File: config.mk
export PLATFORM = sky130hd
export DESIGN_NAME = vec_gather
export DESIGN_NICKNAME = d
export VERILOG_FILES = /design/src/rtl/vec_gather.sv
export SDC_FILE = /design/constraint.sdc
export NUM_CORES = 1
export LEC_CHECK = 0
export CAP_MARGIN = 15
export CORE_AREA = 5 5 120 122
export DETAILED_ROUTE_END_ITERATION = 6
export DIE_AREA = 0 0 125 127
export GPL_ROUTABILITY_DRIVEN = 0
export GPL_TIMING_DRIVEN = 0
export PLACE_DENSITY = 0.73
export SLEW_MARGIN = 10
export SYNTH_ARGS = -nofsm -noshare
export SYNTH_HDL_FRONTEND = slang
export SYNTH_SLANG_ARGS = --single-unit
File: constraint.sdc
create_clock -name clk -period 5.27 [get_ports clk]
set_input_delay 1.3175 -clock clk [delete_from_list [all_inputs] [get_ports clk]]
set_output_delay 1.3175 -clock clk [all_outputs]
set_load 0.1 [all_outputs]
File: src/rtl/vec_gather.sv
// vec_gather: ingress stage for the vector-tile register-file coordinator.
// Collects scalar words from the network over a valid/ready link into a
// lane vector (num_inputs+1 lanes, lane 0 = first word). It then runs the
// write_en / write_rdy / write_ack handshake that commits the vector.
// The network link is back-pressured while a vector is being committed.
//
// Ports:
//   clk, reset      clock, synchronous active-high reset
//   in_valid/ready  network word handshake (in_ready is combinational)
//   in_data/in_last network word; in_last zero-fills the remaining lanes
//   write_en        registered write request, held until write_ack
//   write_rdy       coordinator can take a write
//   write_ack       regfile write complete
//   w_data_out      assembled vector, driven straight from the lane registers
//   busy            not idle (state != FILL or lane index != 0)
//   ack_timeout     sticky abort flag
//
// Optional feature (macro VEC_GATHER_ACK_TIMEOUT_EN): aborts a write that sees
// no write_ack for timeout_cycles WRITE cycles and sets ack_timeout. Without
// the macro, ack_timeout is constant 0 and WRITE waits forever for write_ack.
module vec_gather #(
  parameter int unsigned width          = 16,
  parameter int unsigned num_inputs     = 8,
  parameter int unsigned timeout_cycles = 64
) (
  input  logic                            clk,
  input  logic                            reset,
  input  logic                            in_valid,
  output logic                            in_ready,
  input  logic [width-1:0]                in_data,
  input  logic                            in_last,
  output logic                            write_en,
  input  logic                            write_rdy,
  output logic [num_inputs:0][width-1:0]  w_data_out,
  input  logic                            write_ack,
  output logic                            busy,
  output logic                            ack_timeout
);

  localparam int unsigned LANES = num_inputs + 1;
  localparam int unsigned IDX_W = (LANES > 1) ? $clog2(LANES) : 1;
  localparam logic [IDX_W-1:0] LAST_IDX = IDX_W'(LANES - 1);

  typedef enum logic [1:0] {
    S_FILL,
    S_WAIT_RDY,
    S_WRITE,
    S_RELEASE
  } state_e;

  state_e                         state_q;
  logic [IDX_W-1:0]               idx_q;
  logic [num_inputs:0][width-1:0] lane_q;
  logic                           write_en_q;
  logic                           busy_q;
  logic                           ack_timeout_q;
  logic                           accept;
  logic                           tmo_hit;

  // Words are only taken while filling and never during reset.
  assign in_ready = (state_q == S_FILL) && !reset;
  assign accept   = in_valid && in_ready;

  assign write_en    = write_en_q;
  assign busy        = busy_q;
  assign ack_timeout = ack_timeout_q;
  assign w_data_out  = lane_q;

`ifdef VEC_GATHER_ACK_TIMEOUT_EN
  localparam int unsigned TMO_W = (timeout_cycles > 1) ? $clog2(timeout_cycles) : 1;
  localparam logic [TMO_W-1:0] TMO_LAST = TMO_W'(timeout_cycles - 1);

  logic [TMO_W-1:0] tmo_cnt_q;

  assign tmo_hit = (tmo_cnt_q == TMO_LAST);

  // WRITE-cycle counter; held at zero outside WRITE so every entry starts at 0.
  always_ff @(posedge clk) begin
    if (reset) begin
      tmo_cnt_q <= '0;
    end else if (state_q != S_WRITE) begin
      tmo_cnt_q <= '0;
    end else if (!write_ack && !tmo_hit) begin
      tmo_cnt_q <= tmo_cnt_q + TMO_W'(1);
    end
  end
`else
  logic unused_tmo;

  assign tmo_hit    = 1'b0;
  assign unused_tmo = ^32'(timeout_cycles);
`endif

  // Main control FSM with registered outputs.
  always_ff @(posedge clk) begin
    if (reset) begin
      state_q       <= S_FILL;
      idx_q         <= '0;
      lane_q        <= '0;
      write_en_q    <= 1'b0;
      busy_q        <= 1'b0;
      ack_timeout_q <= 1'b0;
    end else begin
      case (state_q)
        S_FILL: begin
          if (accept) begin
            lane_q[idx_q] <= in_data;
            busy_q        <= 1'b1;
            if (idx_q == LAST_IDX || in_last) begin
              // Short vector: lanes beyond the last word read as zero.
              for (int unsigned i = 0; i < LANES; i++) begin
                if (IDX_W'(i) > idx_q) begin
                  lane_q[IDX_W'(i)] <= '0;
                end
              end
              idx_q   <= '0;
              state_q <= S_WAIT_RDY;
            end else begin
              idx_q <= idx_q + IDX_W'(1);
            end
          end
        end

        S_WAIT_RDY: begin
          if (write_rdy) begin
            write_en_q <= 1'b1;
            state_q    <= S_WRITE;
          end
        end

        S_WRITE: begin
          // A write_ack on the terminal count takes priority over the abort.
          if (write_ack) begin
            write_en_q <= 1'b0;
            state_q    <= S_RELEASE;
          end else if (tmo_hit) begin
            write_en_q    <= 1'b0;
            ack_timeout_q <= 1'b1;
            state_q       <= S_RELEASE;
          end
        end

        S_RELEASE: begin
          // One idle cycle lets the coordinator drop write_ack.
          lane_q  <= '0;
          busy_q  <= 1'b0;
          state_q <= S_FILL;
        end

        default: begin
          state_q <= S_FILL;
        end
      endcase
    end
  end

endmodule
==> results of run 1 <==
-- layout make-up --
class / count / area share, %
clock buffers: 17 / 5.246
multi-input cells: 347 / 29.41
repair buffers: 152 / 18.76
clock inverters: 15 / 1.929
plain buffers: 61 / 3.857
flip-flops and latches: 152 / 37.53
inverters: 12 / 0.5555
well taps: 176 / 2.716
-- sequential cells by signal (all words and copies together), names as in the netlist --
name        count
write_en        1
state_q         2
idx_q           4
busy            1
w_data_out    144
-- Yosys cell counts, types with 2 or more instances --
cell type / n / area [um2]
mux2i_1: 3 / 30.03
o31ai_1: 2 / 15.01
ha_1: 10 / 125.1
nand3_1: 19 / 95.09
nand2b_1: 3 / 18.77
a31oi_1: 4 / 25.02
a21oi_4: 4 / 65.06
nor3b_1: 2 / 15.01
a22oi_1: 30 / 225.2
buf_4: 7 / 52.55
a21oi_1: 32 / 160.2
dfxtp_1: 152 / 3043
o21ai_1: 6 / 30.03
clkbuf_1: 37 / 138.9
a21boi_0: 2 / 15.01
nor2b_1: 3 / 18.77
nand2_1: 44 / 165.2
o21ai_0: 32 / 160.2
and3_1: 3 / 18.77
a32oi_1: 16 / 140.1
inv_1: 11 / 41.29
and3b_1: 2 / 17.52
nand4_1: 4 / 25.02
a32o_1: 17 / 170.2
buf_2: 10 / 50.05
nand3b_1: 2 / 15.01
a22o_1: 63 / 551.8
buf_6: 6 / 67.56
nor2_1: 24 / 90.09
nor3_1: 3 / 15.01
-- power breakdown --
group / leakage, nW / switching [mW] / total, mW / internal (mW)
Clock: 0.287 / 0.535 / 1.21 / 0.670
Combinational: 1.35 / 0.411 / 0.546 / 0.135
Sequential: 1.23 / 0.0220 / 1.20 / 1.18
-- kinds of logic (layout without fill, tap and decap cells) --
kind of cell    after synthesis  after routing  synth area share (%)
flops                       152            152                 52.60
xor+xnor                      1              1                0.1514
buf+inv                      73            257                 6.185
other cells                   1              1               0.06482
simple gates                117            117                 10.03
compound gates              215            215                 28.29
mux                           3              3                0.5191
fa+ha+maj                    10             10                 2.163
-- worst max-delay path, cell delays in order --
cell             delay (ns)
clkdlybuf4s50_1        0.73
clkbuf_1               0.53
nor2b_1                0.11
clkdlybuf4s50_1        0.99
-- worst min-delay path by stage --
stage	endpoint	from
after global placement	w_data_out[132]$_SDFFE_PP0P_	w_data_out[132]$_SDFFE_PP0P_
after detailed placement	w_data_out[135]$_SDFFE_PP0P_	w_data_out[135]$_SDFFE_PP0P_
final	w_data_out[135]$_SDFFE_PP0P_	w_data_out[135]$_SDFFE_PP0P_
after global routing	w_data_out[57]$_SDFFE_PP0P_	w_data_out[57]$_SDFFE_PP0P_
after floorplan	state_q[1]$_SDFFE_PP0P_	state_q[1]$_SDFFE_PP0P_
after CTS	w_data_out[54]$_SDFFE_PP0P_	w_data_out[54]$_SDFFE_PP0P_
-- per-stage QoR --
step	area [um2]	cells	hold slack, ns	util, %
detailed placement	7527	900	0.4571	57.53
global route	8109	932	0.4974	61.97
CTS	8109	932	0.4758	61.97
global placement	7527	900	0.4552	57.53
floorplan	5786	572	0.4677	-
finish	8109	932	0.4755	61.97
-- routing by layer --
metal	global-route usage, %	part of all wire [%]	up-vias
li1	-	-	2461
met1	29.54	43	2601
met2	37.49	45	255
met3	6.928	8.5	52
met4	10.91	3.7	0
met5	0	0	-
==> impl_metrics.ini, run 1 <==
[clock_network]
cts-root-buf = clkbuf_16
htree_num_levels = 4
cts_setup_buffers = 0
hold_buffers = 0
clk_pin_slew_ns = 0.06
insertion_delay_ns = 0.43
cts_buffer_depth = 2
cts_resized = 0
cts_tree = yes
cts_sinks = 152
cts_made_buffers = 17

[floorplanning]
die_w_um = 125
pin_count = 170
initial_core_util_pct = 44.21
core_um2 = 13090
placementRows = 42
die_height_um = 127
dieArea_um2 = 15880

[finish]
regArea_um2 = 3043
mostFrequentLayoutCells = 152 x dfxtp_1, 152 x clkdlybuf4s50_1, 63 x a22o_1
multi_input_area_um2 = 2385
layout.nets = 775
areaGrowthSynthToFinish_pct = 40.16
n_fill_cell = 1044
antenna_cells = 0
drive_above_1_share_pct = 8.995

[sta]
relSlewSlack_pct = 29.49
worst-slew-pin-transition_ns = 1.054
rsz0062_at_grt = false
setup_tns_ns = 0
fin_crit_ns = 5.008
drv_slew = 0
fin_worst_skew_ns = 0.008756
max_freq_mhz = 199.7
final-setup-viol-count = 0
hold_viol = 0
finalCritPeriodShare_pct = 95.04
setup_ws_ns = 0.2616

[setup_path]
crit_start = reset
critical_path_arrival_ns = 3.69
cp.required_ns = 3.95
cp-start-kind = input pin
crit_path_end = in_ready
worstReg2RegStart = state_q[0]$_SDFFE_PP0P_
critPathKind = in2out
timing.rr.end = w_data_out[8]$_SDFFE_PP0P_
endpoint_kind = output pin
r2r_cells = 9
cp_max_fo = 10
reg2reg_setup_slack_ns = 2.92

[placement]
pre_cts_ws_ns = 0.2613
io_buffers = 152
hpwl_um = 13690

[global_routing]
grt_usage_pct = 23.51
grt_max_degree = 17
grt_overflow = 0
antenna_found_initial = 0
grt_pass1_vias = 5274
grt_pass1_wl_um = 29310

[yosys]
ys_seq_elements = 152
synth_nets = 604
yosysWarnings = 0
synth_edf_count = 0
synth.distinct_cells = 49
seq_area_frac_synth_pct = 52.60
syn_area_um2 = 5786
synth_flop_cell = dfxtp_1
syn_inst = 572
syn_area_per_cell_um2 = 10.11
async_reset_ff_share_pct = 0

[drt]
initialDrtViolationCount = 436
drc = 0
antenna_left = 0
num_vias = 5369
vias_per_cell = 5.761
drt_wl_total_um = 19330
wl_per_cell_um = 20.74
drtPass1Iterations = 5

[min_path]
worstHoldPathCells = 1
hold_class = reg2reg

[outcome]
status = completed

[power_and_ir_drop]
p_per_area_nw_per_um2 = 363.9
p_total_mw = 2.951
leakage_nw = 2.864
ir_drop_mv = 0.2037

[job]
maxCapViolCount = 0
No activity file was read; power rests on OpenSTA's default activity.
==> inputs of run 2 (changes only) <==
--- a/config.mk
+++ b/config.mk
@@ -7,6 +7,7 @@
 export LEC_CHECK = 0
 export CAP_MARGIN = 15
 export CORE_AREA = 5 5 120 122
+export CTS_BUF_LIST = sky130_fd_sc_hd__clkbuf_16
 export DETAILED_ROUTE_END_ITERATION = 6
 export DIE_AREA = 0 0 125 127
 export GPL_ROUTABILITY_DRIVEN = 0
==> results of run 2 <==
The final DEF is identical to that of run 1; final timing and power are the same.
==> inputs of run 3 (changes only) <==
--- a/config.mk
+++ b/config.mk
@@ -5,14 +5,15 @@
 export SDC_FILE = /design/constraint.sdc
 export NUM_CORES = 1
 export LEC_CHECK = 0
+export ABC_AREA = 1
 export CAP_MARGIN = 15
-export CORE_AREA = 5 5 120 122
+export CORE_AREA = 5 5 140 142
 export CTS_BUF_LIST = sky130_fd_sc_hd__clkbuf_16
 export DETAILED_ROUTE_END_ITERATION = 6
-export DIE_AREA = 0 0 125 127
+export DIE_AREA = 0 0 145 147
 export GPL_ROUTABILITY_DRIVEN = 0
 export GPL_TIMING_DRIVEN = 0
-export PLACE_DENSITY = 0.73
+export PLACE_DENSITY = 0.69
 export SLEW_MARGIN = 10
 export SYNTH_ARGS = -nofsm -noshare
 export SYNTH_HDL_FRONTEND = slang
==> run 3 against run 2 <==
Net effect: worst hold slack worse by 0.028 ns; global-route usage up 0.92 points; critical path type unchanged; sequential power hardly changed; synthesized area up 38%; clock power increased by 12%; first-iteration DRC count rose by 38%; critical path depth shrank 1; wire length grew 40%; largest power group unchanged.
==> impl_metrics.ini, run 3 <==
[yosys]
async_reset_ff_share_pct = 0
synth.distinct_cells = 27
synth_common_cells = 410 x nand2_1, 187 x inv_1, 158 x nor2_1
synth_top_area_share_pct = 38.08
synth_compound_area_share_pct = 10.80
synth_fa_ha_area_share_pct = 1.566
yosys-top-cells-area = dfxtp_1 38%, nand2_1 19%, inv_1 8.8%
syn_inst = 1286
syn_area_um2 = 7990
seq_area_frac_synth_pct = 38.08
ys_seq_elements = 152
synth_top_family_by_area = simple AND/OR/NAND/NOR gates
synth_nets = 1318
synth-simple-area-share_pct = 35.67
yosysWarnings = 0
synth_flop_cell = dfxtp_1
syn_area_per_cell_um2 = 6.213
yosysTopAreaCell = dfxtp_1
synthMuxAreaShare_pct = 0
yosysMostFrequentCell = nand2_1
synth_xor_area_share_pct = 0.2192
synth_edf_count = 0

[placement]
place_inst = 1688
io_buffers = 168
place_area_um2 = 9965
pre_cts_ws_ns = 0.7708
hpwl_um = 18930

[clock_network]
htree_num_levels = 4
cts_setup_buffers = 0
insertion_delay_ns = 0.43
cts_buffer_depth = 2
hold_buffers = 0
cts_resized = 0
cts-root-buf = clkbuf_16
clk_pin_slew_ns = 0.06
cts_tree = yes
cts_sinks = 152
cts_made_buffers = 17

[setup_path]
reg2reg_setup_slack_ns = 3.13
crit_family = buffers and inverters
endpoint_kind = output pin
cpPeakStageDelay_ns = 1.17
cpMostUsedCell = clkdlybuf4s50_1
path_buf_inv = 2
critPathKind = in2out
cp_max_fo = 4
critical_path_arrival_ns = 3.17
cp.depth = 3
worstReg2RegStart = state_q[0]$_SDFFE_PP0P_
cp_cell_sequence = clkdlybuf4s50_1 -> nor2_1 -> clkdlybuf4s50_1
critPathSlowestCell = clkdlybuf4s50_1
cp-start-kind = input pin
cp.required_ns = 3.95
r2r_cells = 9
timing.rr.end = w_data_out[34]$_SDFFE_PP0P_

[finish]
final_common_cell = nand2_1
regArea_um2 = 3043
layout.nets = 1505
mostFrequentLayoutCells = 410 x nand2_1, 187 x inv_1, 168 x clkdlybuf4s50_1
antenna_cells = 0
stdcell_count = 1720
largest_reg_flops = 144
areaGrowthSynthToFinish_pct = 32.62
fin_area_um2 = 10600
multi_input_area_um2 = 3860
drive_above_1_share_pct = 6.864
utilization_pct = 57.81
n_fill_cell = 1801

[power_and_ir_drop]
ir_drop_mv = 0.2447
p_total_mw = 3.378
p_per_area_nw_per_um2 = 318.8
leakage_nw = 4.536

[sta]
hold_viol = 0
drv_slew = 0
rsz0062_at_grt = false
whs_ns = 0.4473
finalCritPeriodShare_pct = 85.12
final-setup-viol-count = 0
fin_crit_ns = 4.486
setup_tns_ns = 0
worst-slew-pin-transition_ns = 1.065
setup_ws_ns = 0.7842
max_freq_mhz = 222.9
fin_worst_skew_ns = 0.005681
relSlewSlack_pct = 28.76

[floorplanning]
placementRows = 50
dieArea_um2 = 21320
initial_core_util_pct = 43.59
core_um2 = 18330
die_height_um = 147
pin_count = 170
die_w_um = 145

[min_path]
whs_endpoint = write_en$_SDFFE_PP0P_
worstHoldStart = write_en$_SDFFE_PP0P_
worstHoldPathCells = 2
hold_class = reg2reg

[drt]
drc = 0
wl_per_cell_um = 15.73
drt_wl_total_um = 27060
num_vias = 8564
drtPass1Iterations = 5
initialDrtViolationCount = 602
antenna_left = 0
vias_per_cell = 4.979

[global_routing]
grt_usage_pct = 24.43
grt_overflow = 0
grt_pass1_vias = 7662
grt_pass1_wl_um = 41730
grt_max_degree = 17
antenna_found_initial = 0

[job]
maxCapViolCount = 0

[outcome]
status = completed
-- run 3: changes by cell type after synthesis, moves of 14 or more --
cell     previous run  this run
a22o_1             63         0
inv_1              11       187
a32o_1             17         0
a21oi_1            32       131
nand2_1            44       410
nand3_1            19        50
o21ai_0            32        18
nand4_1             4        49
a32oi_1            16         0
buf_2              10        44
nor2_1             24       158
a22oi_1            30         0
-- run 3: power by group --
part	switching, mW	total (mW)	internal, mW
Combinational	0.633	0.827	0.193
Sequential	0.0234	1.21	1.18
Clock	0.512	1.35	0.834
Total	1.17	3.38	2.21
-- run 3: how the worst max path moves through the flow --
stage                from       end  slack, ns
floorplan           reset  in_ready       1.35
global placement    reset  in_ready       0.77
detailed placement  reset  in_ready       0.77
CTS                 reset  in_ready       0.77
global route        reset  in_ready       0.74
finish              reset  in_ready       0.78
-- run 3: final cells by class --
class | instances | area share [%]
clock inverters | 15 | 1.948
inverters | 192 | 6.801
repair buffers | 168 | 15.87
multi-input cells | 865 | 36.43
well taps | 234 | 2.763
plain buffers | 77 | 3.460
clock buffers | 17 | 4.015
flip-flops and latches | 152 | 28.72
-- run 3: worst register-to-register path, delay by kind of cell, from the launching register on --
family | cells | cell delay, ns
flip-flops | 1 | 0.37
AO/OA/AOI/OAI | 1 | 0.15
buffers and inverters | 4 | 0.85
AND/OR/NAND/NOR | 3 | 0.43
adder cells (fa/ha/maj) | 1 | 0.27
-- run 3: layer usage --
metal	vias up	global-route usage (%)	routed length (um)	share of wire [%]
met5	-	0	0	0
met4	0	9.981	898	3.3
met3	59	5.830	1983	7.3
met2	297	38.42	12360	46
met1	3869	32.31	11820	44
li1	4339	-	-	-
-- run 3: logic make-up after synthesis --
logic type,after synthesis
AOI/OAI and AO/OA,169
adders and majority gates,10
other,1
xor gates and xnor gates,2
DFF,152
and+or+nand+nor,683
buffers and inverters,269
